**src/rtl/dcache_wb_dm_if.sv**
```systemverilog
// dcache_wb_dm_if
// Bundles the two buses seen by the direct-mapped write-back data cache:
//   - the MEM-stage request bus (mem_address, mem_read, mem_write,
//     mem_byte_enable, mem_wdata in; mem_resp, mem_rdata out)
//   - the 128-bit line bus towards physical memory / L2 (pmem_address,
//     pmem_read, pmem_write, pmem_wdata out; pmem_rdata, pmem_resp in)
// Modports:
//   slave  : the cache's view (receives CPU requests, drives pmem requests)
//   master : the environment's view (pipeline + physical memory)
interface dcache_wb_dm_if;
   logic [15:0]  mem_address;
   logic         mem_read;
   logic         mem_write;
   logic [1:0]   mem_byte_enable;
   logic [15:0]  mem_wdata;
   logic         mem_resp;
   logic [15:0]  mem_rdata;

   logic [15:0]  pmem_address;
   logic         pmem_read;
   logic         pmem_write;
   logic [127:0] pmem_wdata;
   logic [127:0] pmem_rdata;
   logic         pmem_resp;

   modport slave (
      input  mem_address, mem_read, mem_write, mem_byte_enable, mem_wdata,
      input  pmem_rdata, pmem_resp,
      output mem_resp, mem_rdata,
      output pmem_address, pmem_read, pmem_write, pmem_wdata
   );

   modport master (
      output mem_address, mem_read, mem_write, mem_byte_enable, mem_wdata,
      output pmem_rdata, pmem_resp,
      input  mem_resp, mem_rdata,
      input  pmem_address, pmem_read, pmem_write, pmem_wdata
   );
endinterface

```
**src/rtl/dcache_wb_dm.sv**
```systemverilog
// dcache_wb_dm
// Direct-mapped, write-back, write-allocate L1 data cache. Lines are 16 bytes
// (8 x 16-bit words). Hits complete in the request cycle; misses write back a
// dirty victim (if any), fill the line, then the held request hits.
// Ports:
//   clk    : single clock, all state updates on the rising edge
//   reset  : asynchronous active-high; clears valid/dirty bits and the FSM
//   bus    : dcache_wb_dm_if.slave (MEM-stage request bus + 128-bit line bus)
//   hit_count/miss_count/wb_count : 16-bit saturating statistics outputs,
//            present only when DCACHE_STATS_EN is defined
// Parameter:
//   NUM_LINES : number of lines, power of two, at least 2
// Optional feature macro: DCACHE_STATS_EN
module dcache_wb_dm #(
   parameter int NUM_LINES = 8
) (
   input  logic           clk,
   input  logic           reset,
   dcache_wb_dm_if.slave  bus
`ifdef DCACHE_STATS_EN
   ,
   output logic [15:0]    hit_count,
   output logic [15:0]    miss_count,
   output logic [15:0]    wb_count
`endif
);

   localparam int IW = $clog2(NUM_LINES);
   localparam int TW = 12 - IW;

   typedef enum logic [1:0] {
      IDLE,
      WRITEBACK,
      ALLOCATE
   } state_t;

   state_t state;
   state_t next_state;

   logic [127:0]   data_arr [NUM_LINES];
   logic [TW-1:0]  tag_arr  [NUM_LINES];
   logic [NUM_LINES-1:0] valid;
   logic [NUM_LINES-1:0] dirty;

   logic [IW-1:0]  req_index;
   logic [TW-1:0]  req_tag;
   logic [2:0]     word_sel;
   logic [6:0]     word_lsb;
   logic           request;
   logic           hit;
   logic           resp_now;
   logic           write_hit;
   logic           fill_done;
   logic           addr_unused;

   // Byte address is split into tag | index | word | byte; the byte bit is
   // never used because all accesses are 16-bit words with byte enables.
   assign req_index   = bus.mem_address[3+IW:4];
   assign req_tag     = bus.mem_address[15:4+IW];
   assign word_sel    = bus.mem_address[3:1];
   assign word_lsb    = {word_sel, 4'b0000};
   assign addr_unused = bus.mem_address[0];

   // A simultaneous read and write strobe is handled as a write, so only
   // mem_write decides whether the hit merges data.
   assign request   = bus.mem_read | bus.mem_write;
   assign hit       = valid[req_index] && (tag_arr[req_index] == req_tag);
   assign resp_now  = (state == IDLE) && request && hit;
   assign write_hit = (state == IDLE) && bus.mem_write && hit;
   assign fill_done = (state == ALLOCATE) && bus.pmem_resp;

   // State register; reset abandons any in-flight line transfer immediately.
   always_ff @(posedge clk or posedge reset) begin
      if (reset) begin
         state <= IDLE;
      end else begin
         state <= next_state;
      end
   end

   // Next-state logic. A dirty victim always leaves before the new line is
   // fetched, so a same-index conflict can never lose modified data.
   always_comb begin
      next_state = state;
      case (state)
         IDLE: begin
            if (request && !hit) begin
               if (valid[req_index] && dirty[req_index]) begin
                  next_state = WRITEBACK;
               end else begin
                  next_state = ALLOCATE;
               end
            end
         end
         WRITEBACK: begin
            if (bus.pmem_resp) begin
               next_state = ALLOCATE;
            end
         end
         ALLOCATE: begin
            if (bus.pmem_resp) begin
               next_state = IDLE;
            end
         end
         default: next_state = IDLE;
      endcase
   end

   // Output decode. The pmem strobes come straight from the state register so
   // they are glitch-free and mutually exclusive; the writeback address is
   // rebuilt from the stored victim tag, the fill address from the request.
   always_comb begin
      bus.mem_resp     = resp_now;
      bus.mem_rdata    = valid[req_index] ? data_arr[req_index][word_lsb +: 16] : 16'h0000;
      bus.pmem_read    = (state == ALLOCATE);
      bus.pmem_write   = (state == WRITEBACK);
      bus.pmem_wdata   = data_arr[req_index];
      bus.pmem_address = 16'h0000;
      case (state)
         WRITEBACK: bus.pmem_address = {tag_arr[req_index], req_index, 4'b0000};
         ALLOCATE:  bus.pmem_address = {req_tag, req_index, 4'b0000};
         default:   bus.pmem_address = 16'h0000;
      endcase
   end

   // Valid and dirty bits. A write hit marks the line dirty even with an
   // all-zero byte mask; a finished writeback cleans it; a fill installs a
   // clean valid line.
   always_ff @(posedge clk or posedge reset) begin
      if (reset) begin
         valid <= '0;
         dirty <= '0;
      end else begin
         if (write_hit) begin
            dirty[req_index] <= 1'b1;
         end
         if ((state == WRITEBACK) && bus.pmem_resp) begin
            dirty[req_index] <= 1'b0;
         end
         if (fill_done) begin
            valid[req_index] <= 1'b1;
            dirty[req_index] <= 1'b0;
         end
      end
   end

   // Data and tag storage carry no reset; valid gates their use. A fill
   // replaces the whole line, a write hit merges only the enabled bytes.
   always_ff @(posedge clk) begin
      if (fill_done) begin
         data_arr[req_index] <= bus.pmem_rdata;
         tag_arr[req_index]  <= req_tag;
      end else if (write_hit) begin
         if (bus.mem_byte_enable[0]) begin
            data_arr[req_index][word_lsb +: 8] <= bus.mem_wdata[7:0];
         end
         if (bus.mem_byte_enable[1]) begin
            data_arr[req_index][(word_lsb + 7'd8) +: 8] <= bus.mem_wdata[15:8];
         end
      end
   end

`ifdef DCACHE_STATS_EN
   // Saturating event counters: one hit per completed request, one miss per
   // departure from IDLE, one writeback per completed victim transfer.
   always_ff @(posedge clk or posedge reset) begin
      if (reset) begin
         hit_count  <= 16'h0000;
         miss_count <= 16'h0000;
         wb_count   <= 16'h0000;
      end else begin
         if (resp_now && (hit_count != 16'hFFFF)) begin
            hit_count <= hit_count + 16'h0001;
         end
         if ((state == IDLE) && (next_state != IDLE) && (miss_count != 16'hFFFF)) begin
            miss_count <= miss_count + 16'h0001;
         end
         if ((state == WRITEBACK) && bus.pmem_resp && (wb_count != 16'hFFFF)) begin
            wb_count <= wb_count + 16'h0001;
         end
      end
   end
`endif

endmodule

```
**src/flat_wrapper.sv**
```systemverilog
// flat-port wrapper written by rule: the top's interface ports become plain ports
module dcache_wb_dm_flat 
#(
   parameter int NUM_LINES = 8
)
  (clk, reset, bus_mem_address, bus_mem_read, bus_mem_write, bus_mem_byte_enable, bus_mem_wdata, bus_pmem_rdata, bus_pmem_resp, bus_mem_resp, bus_mem_rdata, bus_pmem_address, bus_pmem_read, bus_pmem_write, bus_pmem_wdata);
  dcache_wb_dm_if bus_i ();
  input  logic clk;
  input  logic reset;
  input wire logic [$bits(bus_i.mem_address)-1:0] bus_mem_address;
  input wire logic [$bits(bus_i.mem_read)-1:0] bus_mem_read;
  input wire logic [$bits(bus_i.mem_write)-1:0] bus_mem_write;
  input wire logic [$bits(bus_i.mem_byte_enable)-1:0] bus_mem_byte_enable;
  input wire logic [$bits(bus_i.mem_wdata)-1:0] bus_mem_wdata;
  input wire logic [$bits(bus_i.pmem_rdata)-1:0] bus_pmem_rdata;
  input wire logic [$bits(bus_i.pmem_resp)-1:0] bus_pmem_resp;
  output wire logic [$bits(bus_i.mem_resp)-1:0] bus_mem_resp;
  output wire logic [$bits(bus_i.mem_rdata)-1:0] bus_mem_rdata;
  output wire logic [$bits(bus_i.pmem_address)-1:0] bus_pmem_address;
  output wire logic [$bits(bus_i.pmem_read)-1:0] bus_pmem_read;
  output wire logic [$bits(bus_i.pmem_write)-1:0] bus_pmem_write;
  output wire logic [$bits(bus_i.pmem_wdata)-1:0] bus_pmem_wdata;
  assign bus_i.mem_address = bus_mem_address;
  assign bus_i.mem_read = bus_mem_read;
  assign bus_i.mem_write = bus_mem_write;
  assign bus_i.mem_byte_enable = bus_mem_byte_enable;
  assign bus_i.mem_wdata = bus_mem_wdata;
  assign bus_i.pmem_rdata = bus_pmem_rdata;
  assign bus_i.pmem_resp = bus_pmem_resp;
  assign bus_mem_resp = bus_i.mem_resp;
  assign bus_mem_rdata = bus_i.mem_rdata;
  assign bus_pmem_address = bus_i.pmem_address;
  assign bus_pmem_read = bus_i.pmem_read;
  assign bus_pmem_write = bus_i.pmem_write;
  assign bus_pmem_wdata = bus_i.pmem_wdata;
  dcache_wb_dm #(.NUM_LINES(NUM_LINES)) u_core (.clk(clk), .reset(reset), .bus(bus_i));
endmodule
```
**config.mk**
```make
export PLATFORM = sky130hd
export DESIGN_NAME = dcache_wb_dm_flat
export DESIGN_NICKNAME = d
export VERILOG_FILES = /design/src/rtl/dcache_wb_dm_if.sv /design/src/rtl/dcache_wb_dm.sv /design/src/flat_wrapper.sv
export SDC_FILE = /design/constraint.sdc
export NUM_CORES = 1
export LEC_CHECK = 0
export BUFFER_PORTS_ARGS = -buffer_cell sky130_fd_sc_hd__buf_2
export CAP_MARGIN = 5
export CORE_MARGIN = 5
export CORE_UTILIZATION = 45
export CTS_CLUSTER_DIAMETER = 30
export DETAILED_ROUTE_END_ITERATION = 10
export GPL_ROUTABILITY_DRIVEN = 0
export RECOVER_POWER = 100
export REMOVE_ABC_BUFFERS = 1
export SYNTH_ARGS = -nofsm -noshare
export SYNTH_HDL_FRONTEND = slang
export SYNTH_SLANG_ARGS = --single-unit
export TNS_END_PERCENT = 10
```
**constraint.sdc**
```tcl
create_clock -name clk -period 9.2 [get_ports clk]
set_input_delay 0.46 -clock clk [delete_from_list [all_inputs] [get_ports clk]]
set_output_delay 0.46 -clock clk [all_outputs]
set_load 0.02 [all_outputs]
```
### Word level (Yosys, flattened, before mapping)

Memories as Yosys holds them, arrays and structs flattened.
Index checks and enable logic that the tools add are counted.

* flip-flop bits (word level): 18
* memory bits (writable): 1096
* input bits: 167
* word-level logic and storage cells: 578
* memories: 2

Memory list
* u_core.data_arr: words 8, bits a word 128, rd ports 1, clocked after memory_dff 0, write ports 1, RTL line dcache_wb_dm.sv:40 `logic [127:0] data_arr [NUM_LINES];`
* u_core.tag_arr: words 8, bits a word 9, rd ports 1, clocked after memory_dff 0, write ports 1, RTL line dcache_wb_dm.sv:41 `logic [TW-1:0] tag_arr [NUM_LINES];`

* $add $sub $neg: 3
* $lt $le $gt $ge: 2
* equality and inequality tests: 6
* shift-type cells: 5
* mux-type cells: 282
* bitwise logic cells: 262
* reduce and logical (&&, ||, !) cells: 13

Operators by type and width (number)
* two-way mux 1 bit: 267
* OR 1 bit: 257
* two-way mux 128 bit: 2
* variable shift 8 x 9 -> 128 bit (first input constant): 2
* variable part select 8 x 9 -> 128 bit: 2
* variable part select 128 x 8 -> 16 bit: 1
* one-hot mux 16 bit (2 select lines): 1
* two-way mux 8 bit: 3
* negation 7 -> 9 bit: 2
* AND 8 bit: 2
* two-way mux 16 bit: 1
* OR 8 bit: 2
* logical AND 1 bit: 10
* == test 9 bit: 1
* two-way mux 2 bit: 4
* NOT 8 bit: 1
* adder 7 x 4 -> 7 bit (second input constant): 1
* binary-select mux 1 bit (select 3 bit): 2
* != test 2 bit (second input constant): 3
* one-hot mux 2 bit (3 select lines): 1
* less-than comparator 3 x 4 -> 1 bit (second input constant): 1
* demux 1 bit (select 3 bit): 1
* greater-or-equal comparator 3 x 1 -> 1 bit (second input constant): 1
* AND reduction 3 bit: 1
* 4 further kinds: 4

### Depth between registers and ports, before layout

* depth after elaboration: 10
* mapped depth: 14

### Least setup slack after synthesis

OpenSTA, ideal clock, no wires.

* path kind: input-to-output
* start: in bus_mem_address[4]
* end: out bus_mem_rdata[12]
* data arrival time: 3.665 ns
* required time: 8.740 ns
* slack: 5.075 ns
* stages on the path: 12
* path buffers: 7
* cell sequence: buf_6 -> buf_2 -> buf_2 -> buf_2 -> buf_2 -> buf_2 -> buf_2 -> a221oi_1 -> o21ai_0 -> mux2i_1 -> mux2_2 -> a211oi_1

* longest elaborated chain between the ends: 3
* elaborated cells on any way between the ends: 5
* classes of those cells: 1 x shift; 3 x mux; 1 x memory

RTL lines
* start, declared: RTL line flat_wrapper.sv:10 `input wire logic [$bits(bus_i.mem_address)-1:0] bus_mem_address;`
* memory (8 x 128 bit)
* named net bus_pmem_wdata[76]: RTL line flat_wrapper.sv:22 `output wire logic [$bits(bus_i.pmem_wdata)-1:0] bus_pmem_wdata;`
* variable part select 128 x 8 -> 16 bit: RTL line dcache_wb_dm.sv:114 `bus.mem_rdata = valid[req_index] ? data_arr[req_index][word_lsb +: 16] : 16'h0000;`
* two-way mux 16 bit: RTL line dcache_wb_dm.sv:114
* end, declared: RTL line flat_wrapper.sv:18 `output wire logic [$bits(bus_i.mem_rdata)-1:0] bus_mem_rdata;`

The timed path passes the listed nets, and every way through them passes these cells. The select of a mux whose other input is x is not followed.

### Worst setup path after layout

* start: in bus_mem_address[5]
* end: out bus_mem_rdata[5]

* longest elaborated chain between the ends: 3
* elaborated cells on any way between the ends: 5
* classes of those cells: 1 x shift; 3 x mux; 1 x memory

RTL lines (RTL line)
* memory (8 x 128 bit) or binary-select mux 1 bit (select 3 bit) (tied branches)
* variable part select 128 x 8 -> 16 bit or two-way mux 1 bit (tied branches): dcache_wb_dm.sv:114
* two-way mux 16 bit *: dcache_wb_dm.sv:114

Mark *: on every way between the ends. The rest lies on a longest branch, timed or not. The select of a mux whose other input is x is not followed.

==> flow_summary_export.csv <==
group,metric,value,unit
final_layout,utilization,55.1,%
power_and_ir_drop,comb_power_share,9.6,%
synthesis,ys_ff_latch,1114,
drt,drc,0,
cts,cts.clk_slew.worst_paths,0.05,ns
final_layout,final_cell_area,57000,µm²
cts,worstSkewPairLatency,0.78,ns
final_layout,seqCellArea,33400,µm²
final_layout,final_cell_mix,"edfxtp_1, clkbuf_1, clkbuf_16",
synthesis,synth_edf_count,1096,
cts,cts_buffer_depth,3,
sta,setup_viol,0,
synthesis,synth_warnings,0,
floorplan,chipHeight,333,µm
final_layout,fillers,8200,
drt,drtIter0Drc,4093,
synthesis,synth.top_cell.area_share,70.2,%
global_route,grt.busiest_layer,"met2",
job,drv_cap,30,
power_and_ir_drop,seq_power_share,40.1,%
critical_path,worst_setup_path_end_kind,"output port",
critical_path,start_kind,"input port",
global_route,gr-usage-met1,38.6,%
cts,cts_tree,"built",
final_layout,multiInputGateArea,12500,µm²
global_route,grt_antenna_before_repair,12,
drt,wire_per_inst,34.4,µm
synthesis,syn_inst,2901,
sta,tightest_slew,3.64,ns
power_and_ir_drop,powerDensity,255,nW/µm²
global_route,grt_use_total,29.7,%
final_layout,area_growth,21.5,%
global_route,grt_pass1_wl,234,mm
global_route,met3_usage,8.44,%
synthesis,synth.largest_area_cell,"edfxtp_1",
placement,portBuffers,324,
power_and_ir_drop,p_clk_share,50.3,%
sta,fmax,132,MHz
global_route,gr-total-overflow,0,
drt,dr.pass1.iters,8,
run_status,violations,"max-capacitance violations, max-slew violations",
floorplan,io_pins,330,
power_and_ir_drop,swShare,25.1,%
synthesis,yosys-top-cells-area,"edfxtp_1, mux4_2, mux2i_1",
power_and_ir_drop,ir_worst_vdd,209,µV
power_and_ir_drop,p_leak,19.5,nW
sta,skew,0.0284,ns
final_layout,nets,3567,
drt,vias,31832,
final_layout,final_common_cell,"edfxtp_1",
power_and_ir_drop,switchingPower,3.65,mW
global_route,grt_pass1_vias,30941,
sta,hold_viol,0,
synthesis,ys_seq_area_share,71.1,%
run_status,status,"finished with violations",
synthesis,synth.distinct_cells,65,
floorplan,dieArea,111000,µm²
drt,wl,170,mm
sta,slew_headroom,-143,%
synthesis,synth_area,46900,µm²
hold_path,hold_path_class,"input port to register",
sta,rsz0062_at_grt,"false",
floorplan,fp-row-count,118,
critical_path,crit_path_max_fanout,41,
final_layout,drive_above_1_share,20.0,%
power_and_ir_drop,internal_power,10.9,mW
cts,ctsResizeCount,0,
critical_path,critPathRequiredTime,8.74,ns
synthesis,async_reset_ff_share,1.62,%
critical_path,cp.arrival,7.14,ns
cts,cts-buffers-inserted,195,
sta,maxSlewViolCount,480,
floorplan,start_util,45.3,%
drt,viasPerCell,6.43,
floorplan,core_area,103000,µm²
synthesis,ys.flop_type,"edfxtp_1",
cts,clock-sinks,1114,
sta,hold_ws,0.144,ns
global_route,grt_max_degree,98,
placement,hpwl,108,mm
sta,fin_setup_tns,0,ns
global_route,met2_usage,47.1,%
sta,finalCritPeriodShare,82.6,%
cts,cts-root-buf,"clkbuf_16",
synthesis,syn_avg_cell_area,16.2,µm²
drt,drtAntennaViolNets,0,
critical_path,worst-setup-path-type,"input port to output port",
cts,cts-htree-levels,4,
placement,place_area,50900,µm²
floorplan,die_x,333,µm
sta,post-route-min-period,7.60,ns
==> cells in the mapped netlist (6+ instances only) <==
cell type / number
or2_2: 8
buf_4: 6
o31ai_1: 112
nand2b_1: 23
a22o_1: 22
a221o_1: 10
o22ai_1: 57
buf_2: 39
a22oi_1: 129
mux2_2: 144
o221ai_1: 25
a31oi_1: 9
edfxtp_1: 1096
mux4_2: 78
a21oi_1: 45
nor2_1: 75
ha_1: 10
a221oi_1: 102
o21ai_0: 73
mux2i_1: 172
buf_1: 23
and2_1: 16
dfrtp_1: 18
inv_1: 52
o211ai_1: 11
and3_1: 54
o22a_1: 28
clkbuf_1: 152
nor2b_1: 17
nand3_1: 25
nor3_1: 13
nor4_4: 9
nand2_1: 173
==> power by group through the flow <==
| stage | clock, mW | combinational [mW] | sequential [mW] |
|---|---|---|---|
| final | 7.30 | 1.39 | 5.82 |
| after global placement | 0 | 1.39 | 5.90 |
| after CTS | 7.34 | 1.42 | 5.82 |
| after floorplan | 0 | 0.690 | 5.90 |
| after detailed placement | 0 | 1.41 | 5.91 |
| after global routing | 7.60 | 1.43 | 5.83 |
==> area by class of cell <==
type | count | share of cell area (%)
diodes | 10 | 0.0439
clock buffers | 215 | 8.73
clock inverters | 151 | 3.19
inverters | 52 | 0.342
multi-input cells | 1513 | 21.8
flip-flops and latches | 1114 | 58.5
well taps | 1380 | 3.03
repair buffers | 514 | 4.30
==> stage by stage <==
stage | instances | setup WS (ns) | power [mW]
final | 4949 | 1.60 | 14.5
after global routing | 4939 | 1.84 | 14.9
after CTS | 4939 | 3.78 | 14.6
after detailed placement | 4567 | 3.32 | 7.32
after global placement | 4567 | 3.48 | 7.29
after floorplan | 2679 | 2.66 | 6.59
==> cells by family (layout without fill, tap and decap cells) <==
| logic type | after synthesis | count (layout) | synth area share (%) |
|---|---|---|---|
| AO/OA/AOI/OAI | 665 | 665 | 10.4 |
| XOR/XNOR | 4 | 4 | 0.0747 |
| adder cells (fa/ha/maj) | 10 | 10 | 0.267 |
| buffers and inverters | 277 | 932 | 2.42 |
| flip-flops | 1114 | 1114 | 71.1 |
| multiplexers | 394 | 394 | 10.9 |
| other | 1 | 14 | 0.00799 |
| AND/OR/NAND/NOR | 436 | 436 | 4.80 |
==> path summary, 6_finish.rpt <==
check                                      from                       to  slack [ns]  depth (start not counted)
max                          bus_mem_address[5]         bus_mem_rdata[5]        1.60                          9
min                          bus_mem_address[9]     u_core.tag_arr[2][2]        0.14                          1
max reg2reg                u_core.tag_arr[3][1]  u_core.data_arr[2][125]        4.16                          8
min reg2reg                     u_core.valid[5]          u_core.valid[5]        0.47                          1
max in group asynchronous                 reset          u_core.valid[2]        8.28                          3
min in group asynchronous                 reset          u_core.state[0]        0.41                          3
==> per-layer routing <==
metal,up-vias,part of all wire [%]
met4,8,5.2
met5,-,0.032
met1,16236,36
met2,2256,47
met3,453,12
li1,12879,-
==> sequential cells by signal, indices dropped and copies added (netlist names) <==
signal,flops
u_core.data_arr,1024
u_core.tag_arr,72
u_core.dirty,8
u_core.valid,8
u_core.state,2
==> repair_timing <==
| action | 4_1_cts | 5_1_grt |
|---|---|---|
| buffers inserted | 0 | 0 |
| endpoints found under the hold margin | 53 | 0 |
| hold buffers | 6 | 0 |
==> critical path, stage by stage <==
cell and delay [ns]:
clkbuf_8 0.24, inv_1 0.93, clkbuf_1 2.64, a221oi_1 0.15
o21ai_0 0.92, mux4_2 0.49, nor2_1 0.07, a211oi_1 0.84
clkbuf_1 0.30
Power figures use the tool's default switching activity.
